$ cat src/rtl/mul.sv
// Radix-2 shift-add multiplier (MULT/MULTU) for the execute stage, start/ready handshake.
// Latency: ready low for exactly WIDTH cycles; product_hi/lo registered and held until the next result.
module mul #(
    parameter int WIDTH = 32
) (
    input  logic             clk,
    input  logic             reset,
    input  logic             start,
    input  logic             sign,
    input  logic [WIDTH-1:0] multiplicand,
    input  logic [WIDTH-1:0] multiplier,
    output logic             ready,
    output logic             done,
    output logic [WIDTH-1:0] product_hi,
    output logic [WIDTH-1:0] product_lo
);

    localparam int CW = $clog2(WIDTH + 1);

    typedef enum logic {IDLE, BUSY} state_t;

    state_t               state_q, state_d;
    logic [CW-1:0]        cnt_q, cnt_d;
    logic [2*WIDTH-1:0]   mcand_q, mcand_d;
    logic [2*WIDTH-1:0]   acc_q, acc_d;
    logic [2*WIDTH-1:0]   prod_q, prod_d;
    logic [WIDTH-1:0]     mplier_q, mplier_d;
    logic                 neg_q, neg_d;
    logic                 done_q, done_d;

    logic [WIDTH-1:0]     mag_a, mag_b;
    logic [2*WIDTH-1:0]   acc_sum;
    logic                 last;

    // Magnitudes are unsigned WIDTH-bit, so |min-int| still fits.
    assign mag_a   = (sign && multiplicand[WIDTH-1]) ? -multiplicand : multiplicand;
    assign mag_b   = (sign && multiplier[WIDTH-1])   ? -multiplier   : multiplier;
    assign acc_sum = acc_q + (mplier_q[0] ? mcand_q : '0);
    assign last    = (cnt_q == CW'(WIDTH - 1));

    always_ff @(posedge clk) begin
        if (reset) begin
            state_q  <= IDLE;
            cnt_q    <= '0;
            mcand_q  <= '0;
            acc_q    <= '0;
            prod_q   <= '0;
            mplier_q <= '0;
            neg_q    <= 1'b0;
            done_q   <= 1'b0;
        end else begin
            state_q  <= state_d;
            cnt_q    <= cnt_d;
            mcand_q  <= mcand_d;
            acc_q    <= acc_d;
            prod_q   <= prod_d;
            mplier_q <= mplier_d;
            neg_q    <= neg_d;
            done_q   <= done_d;
        end
    end

    always_comb begin
        state_d = state_q;
        case (state_q)
            IDLE:    if (start) state_d = BUSY;
            BUSY:    if (last)  state_d = IDLE;
            default: state_d = IDLE;
        endcase
    end

    always_comb begin
        cnt_d    = cnt_q;
        mcand_d  = mcand_q;
        acc_d    = acc_q;
        prod_d   = prod_q;
        mplier_d = mplier_q;
        neg_d    = neg_q;
        done_d   = 1'b0;
        if (state_q == IDLE) begin
            if (start) begin
                neg_d    = sign & (multiplicand[WIDTH-1] ^ multiplier[WIDTH-1]);
                mcand_d  = {{WIDTH{1'b0}}, mag_a};
                mplier_d = mag_b;
                acc_d    = '0;
                cnt_d    = '0;
            end
        end else begin
            acc_d    = acc_sum;
            mcand_d  = mcand_q << 1;
            mplier_d = mplier_q >> 1;
            cnt_d    = cnt_q + CW'(1);
            // Final iteration folds straight into the signed product register.
            if (last) begin
                prod_d = neg_q ? -acc_sum : acc_sum;
                done_d = 1'b1;
            end
        end
    end

    always_comb begin
        ready      = (state_q == IDLE);
        done       = done_q;
        product_hi = prod_q[2*WIDTH-1:WIDTH];
        product_lo = prod_q[WIDTH-1:0];
    end

endmodule
$ cat config.mk
export PLATFORM = sky130hd
export DESIGN_NAME = mul
export DESIGN_NICKNAME = d
export VERILOG_FILES = /design/src/rtl/mul.sv
export SDC_FILE = /design/constraint.sdc
export NUM_CORES = 1
export LEC_CHECK = 0
export BUFFER_PORTS_ARGS = -buffer_cell sky130_fd_sc_hd__buf_4
export CORE_ASPECT_RATIO = 1.4
export CORE_MARGIN = 1
export CORE_UTILIZATION = 35
export DETAILED_ROUTE_END_ITERATION = 8
export PLACE_DENSITY_LB_ADDON = 0.08
export SYNTH_ARGS = -nofsm -noshare
export SYNTH_HDL_FRONTEND = slang
export SYNTH_SLANG_ARGS = --single-unit
$ cat constraint.sdc
create_clock -name clk -period 10.6 [get_ports clk]
set_clock_uncertainty 0.1 [all_clocks]
set_input_delay 1.06 -clock clk [delete_from_list [all_inputs] [get_ports clk]]
set_output_delay 1.06 -clock clk [all_outputs]
set_load 0.03 [all_outputs]
# --- After elaboration in Yosys (flattened, before gate mapping) ---
# Index checks and enable logic that the tools add are counted.
# W data, S select, Z words.
word_totals:
  word_cells: 42
  output_inout_bits: 66
  ff_bits: 233
  input_bits: 68
op_classes:
  n_bitwise: 3
  muxes: 16
  n_eq_ne: 1
  add_sub_neg: 5
  reduce_logical: 7
ops:
  columns: ["cell", "count"]
  rows:
  - ["$mux W64", 6]
  - ["$add A64 B64 Y64", 1]
  - ["$mux W32", 2]
  - ["$neg A32 Y32", 2]
  - ["$neg A64 Y64", 1]
  - ["$mux W31", 2]
  - ["$mux W6", 2]
  - ["$add A6 B1 Y6 const B", 1]
  - ["$eq A6 B5 Y1 const B", 1]
  - ["$reduce_and A2 Y1", 2]
  - ["$reduce_or A2 Y1", 2]
  - ["$mux W1", 3]
  - ["$logic_and A1 B1 Y1", 2]
  - ["$pmux W1 S2", 1]
  - ["$reduce_bool A2 Y1", 1]
  - ["$and A1 B1 Y1", 1]
  - ["$not A1 Y1", 1]
  - ["$xor A1 B1 Y1", 1]

# --- Depth between registers and ports, before layout ---
depth:
  ltp_word: 4
  mapped_depth: 20
  mapped_depth_nobuf: 16

# --- Least setup slack after synthesis ---
# No wires, ideal clock.
synth_timing:
  path_type: "flip-flop to flip-flop"
  start: "register mplier_q[0]"
  end: "register prod_q[49]"
  setup_time_ps: 86
  stages_incl_launch_ff: 20
  arrival_time_ps: 4808
  required_ps: 10414
  n_path_buf: 4
  period_less_slack_ps: 4994
  path_slack_ps: 5606
  path_cell_list: "dfxtp_1 -> clkbuf_1 -> clkbuf_1 -> nand2_1 -> inv_1 -> ha_1 -> a21o_1 -> and4_4 -> buf_6 -> o211ai_4 -> a21oi_2 -> or3_1 -> a222oi_1 -> or4b_4 -> or4_1 -> buf_2 -> or3_4 -> o41ai_2 -> xor2_1 -> a211oi_1"
synth_via:
  elab_chain_len: 4
synth_rtl:
  columns: ["item", "line", "text"]
  rows:
  - ["from (decl)", "27", "logic [WIDTH-1:0] mplier_q, mplier_d;"]
  - ["from (signal assigned)", "57", "mplier_q <= mplier_d;"]
  - ["$mux W64 *", "38", "assign acc_sum = acc_q + (mplier_q[0] ? mcand_q : '0);"]
  - ["$add A64 B64 Y64 *", "38", null]
  - ["$neg A64 Y64", "95", "prod_d = neg_q ? -acc_sum : acc_sum;"]
  - ["$mux W64 *", "95", null]
  - ["to (signal assigned)", "56", "prod_q <= prod_d;"]
  - ["to (decl)", "26", "logic [2*WIDTH-1:0] prod_q, prod_d;"]
# Every way passes the cells marked *; elsewhere a longest branch is shown, timed or not.
# A chain may end at the register's enable or synchronous reset.

# --- Worst setup path after layout ---
layout_timing:
  start: "register mplier_q[0]"
  end: "register prod_q[60]"
# Same word-level chain as after synthesis.

==> reports/results.tsv <==
metric	value	unit
r2r_cells	14	
max_stage_delay	1.06	ns
p_per_area	115	nW/um^2
fmax	0.138	GHz
grt_overflow_total	0	
synth_area	17000	sq um
hp-start	prod_q[21]	
end_kind	flip-flop	
ios	134	
syn-mean-instance-area	7.37	sq um
dp.cells	2921	
clkTransAtPathRegs	0.07	ns
setup_violations	0	
tightest_slew	1.25	ns
ant_nets	0	
ir_drop	0.115	mV
grt_pass1_wl	96900	um
crit_type	reg -> reg	
die_x	188	um
clock_path_buffers	3	
layout_commonest_cell	nor2_1	
cts_buffers	28	
sw_frac_of_total	0.280	
die-area	49500	sq um
synth_seq_cells	233	
cp_cell_sequence	and2_1, ha_1, a21oi_1, o21ai_1, a221oi_1, o21ai_0, nor3_1, xor2_1, o2111ai_1, nor4_1, nand4b_2, nor3_1, mux2i_1, a21oi_1	
routed_wirelength	63000	um
p_leak	7.86	nW
hold_class	reg -> reg	
cts.sinks	233	
fp.dieH	263	um
core	48000	sq um
rrSetupSlack	3.38	ns
p_switching	0.619	mW
slew_headroom	0.166	
min_period	7.22	ns
postCtsSetupBuffers	0	
cts_resized	0	
finalInstanceArea	19100	sq um
ys_top_cells_by_area	dfxtp_1 27%, nor2_1 8.1%, a21oi_1 7.9%	
place_area	18200	sq um
syn-instance-count	2307	
p_seq_frac	0.420	
cts_root_buf	clkbuf_16	
routabilityCongestion	0.952	
grt_max_degree	103	
ys.flop_type	dfxtp_1	
antennaDiodeCount	0	
final_cell_mix	368 x nor2_1, 269 x a21oi_1, 230 x dfxtp_1	
avgViaCountPerCell	5.71	
combPwrFrac	0.125	
yosysUniqueCellTypes	98	
p_total	2.21	mW
required	10.91	ns
cpMaxStageDelayCell	dfxtp_2	
fin_crit_sh	0.681	
max_cap_viol_count	0	
synth.top_cell.area_share	0.274	
drv_slew	0	
arrival	7.53	ns
syn_nets	2443	
clk_latency	0.57	ns
hold_buffers	0	
yosysSeqAreaShare	0.274	
synth_edf_count	0	
worst_hold_path.endpoint	prod_q[21]	
startpoint_type	flip-flop	
yosys_warnings	0	
hold_viol	0	
io_buffers	133	
async_flop_share	0	
grt_usage	0.250	
drt_iter0_markers	941	
layout-drive-gt1-share	0.105	
grt_pass1_vias	16395	
yosysTopAreaCell	dfxtp_1	
r2r-end	prod_q[60]	
start_util	0.354	
rsz0062_at_grt	false	
antenna_found_initial	1	
whs_path_depth	2	
num_vias	16973	
firstDrtPassIters	6	
clock_power_share	0.455	
drc	0	
fp-row-count	95	
crit-reg2reg-launch	mplier_q[0]	
h-tree-depth	1	
nets	2457	
crit_path_max_fanout	65	
finalSetupTns	0	ns
dp_hpwl	47700	um
drt-wirelength-per-cell	21.2	um
cts_tree	built	
area_growth	12.6	%
run_status	complete, no violations	
intPower	1.59	mW
hold_ws	0.358	ns
layout.cells.non_filler	2971	
[state kept, by name (all words and copies together) (netlist names)]
name      count
cnt_q         6
mcand_q      64
mplier_q     32
state_q       1
neg_q         1
prod_q       64
done          1
acc_q        64
[how the worst max path moves through the flow]
stage | from | to | slack, ns | cells past startpoint
finish | mplier_q[0] | prod_q[60] | 3.38 | 14
global route | mplier_q[0] | prod_q[60] | 2.99 | 14
CTS | mplier_q[0] | prod_q[60] | 3.38 | 14
detailed placement | mplier_q[0] | prod_q[60] | 3.41 | 14
global placement | mplier_q[0] | prod_q[60] | 3.36 | 14
floorplan | mplier_q[0] | prod_q[49] | 5.61 | 19
[power groups by stage]
stage                     logic (mW)  clock network [mW]  registers [mW]
final                          0.277                1.00           0.927
after global routing           0.305                1.07           0.931
after CTS                      0.277                1.04           0.927
after detailed placement       0.277                   0           0.946
after global placement         0.276                   0           0.946
after floorplan                0.195                   0           0.925
[worst max-delay path, delay by kind of cell (launching register included)]
family,cells,cell delay (ns)
XOR/XNOR,1,0.28
AO/OA/AOI/OAI,6,1.71
AND/OR/NAND/NOR,5,3.24
adder cells (fa/ha/maj),1,0.35
flip-flops,1,1.06
multiplexers,1,0.26
[cell usage after synthesis, types with 11 or more instances]
cell,instances
nor3_1,60
inv_1,29
a211oi_1,101
xnor2_1,60
o21a_1,13
and2_1,82
a21oi_1,269
o31ai_1,33
nor4_1,21
mux2i_1,12
a31oi_1,27
o21ai_0,82
or3_1,38
a21o_1,26
nand3b_1,11
nor2_1,368
nand2b_1,15
xor2_1,79
and3_1,97
a311oi_1,18
nand4_1,39
dfxtp_1,233
clkbuf_1,136
or4_1,15
nand3_1,32
nand2_1,144
ha_1,67
o211ai_1,13
[metrics by stage]
stage,utilization,setup slack (ns)
after floorplan,-,5.61
after global placement,0.379,3.36
after detailed placement,0.379,3.41
after CTS,0.398,3.38
after global routing,0.398,2.99
final,0.398,3.38
[kinds of logic (layout without fill, tap and decap cells)]
| family | after synthesis | count (layout) | synth area share |
|---|---|---|---|
| flops | 233 | 233 | 0.274 |
| simple gates | 972 | 972 | 0.283 |
| buf+inv | 193 | 227 | 0.0486 |
| compound gates | 687 | 687 | 0.262 |
| xor+xnor | 139 | 139 | 0.0716 |
| fa+ha+maj | 68 | 68 | 0.0505 |
| mux | 15 | 15 | 0.00906 |
[routing by layer]
metal	wire, um	vias up	global-route usage
met5	0	-	0
met4	2060	0	0.0835
met3	2880	102	0.0325
met2	32200	440	0.462
met1	25900	8016	0.291
li1	-	8415	-
[final cells by class]
| type | count | area (sq um) |
|---|---|---|
| Sequential cell | 233 | 4670 |
| Fill cell | 5133 | 28900 |
| Multi-Input combinational cell | 1881 | 11500 |
| Clock inverter | 11 | 135 |
| Timing Repair Buffer | 148 | 1110 |
| Tap cell | 630 | 788 |
| Inverter | 29 | 110 |
| Clock buffer | 39 | 803 |
Power figures use the tool's default switching activity.
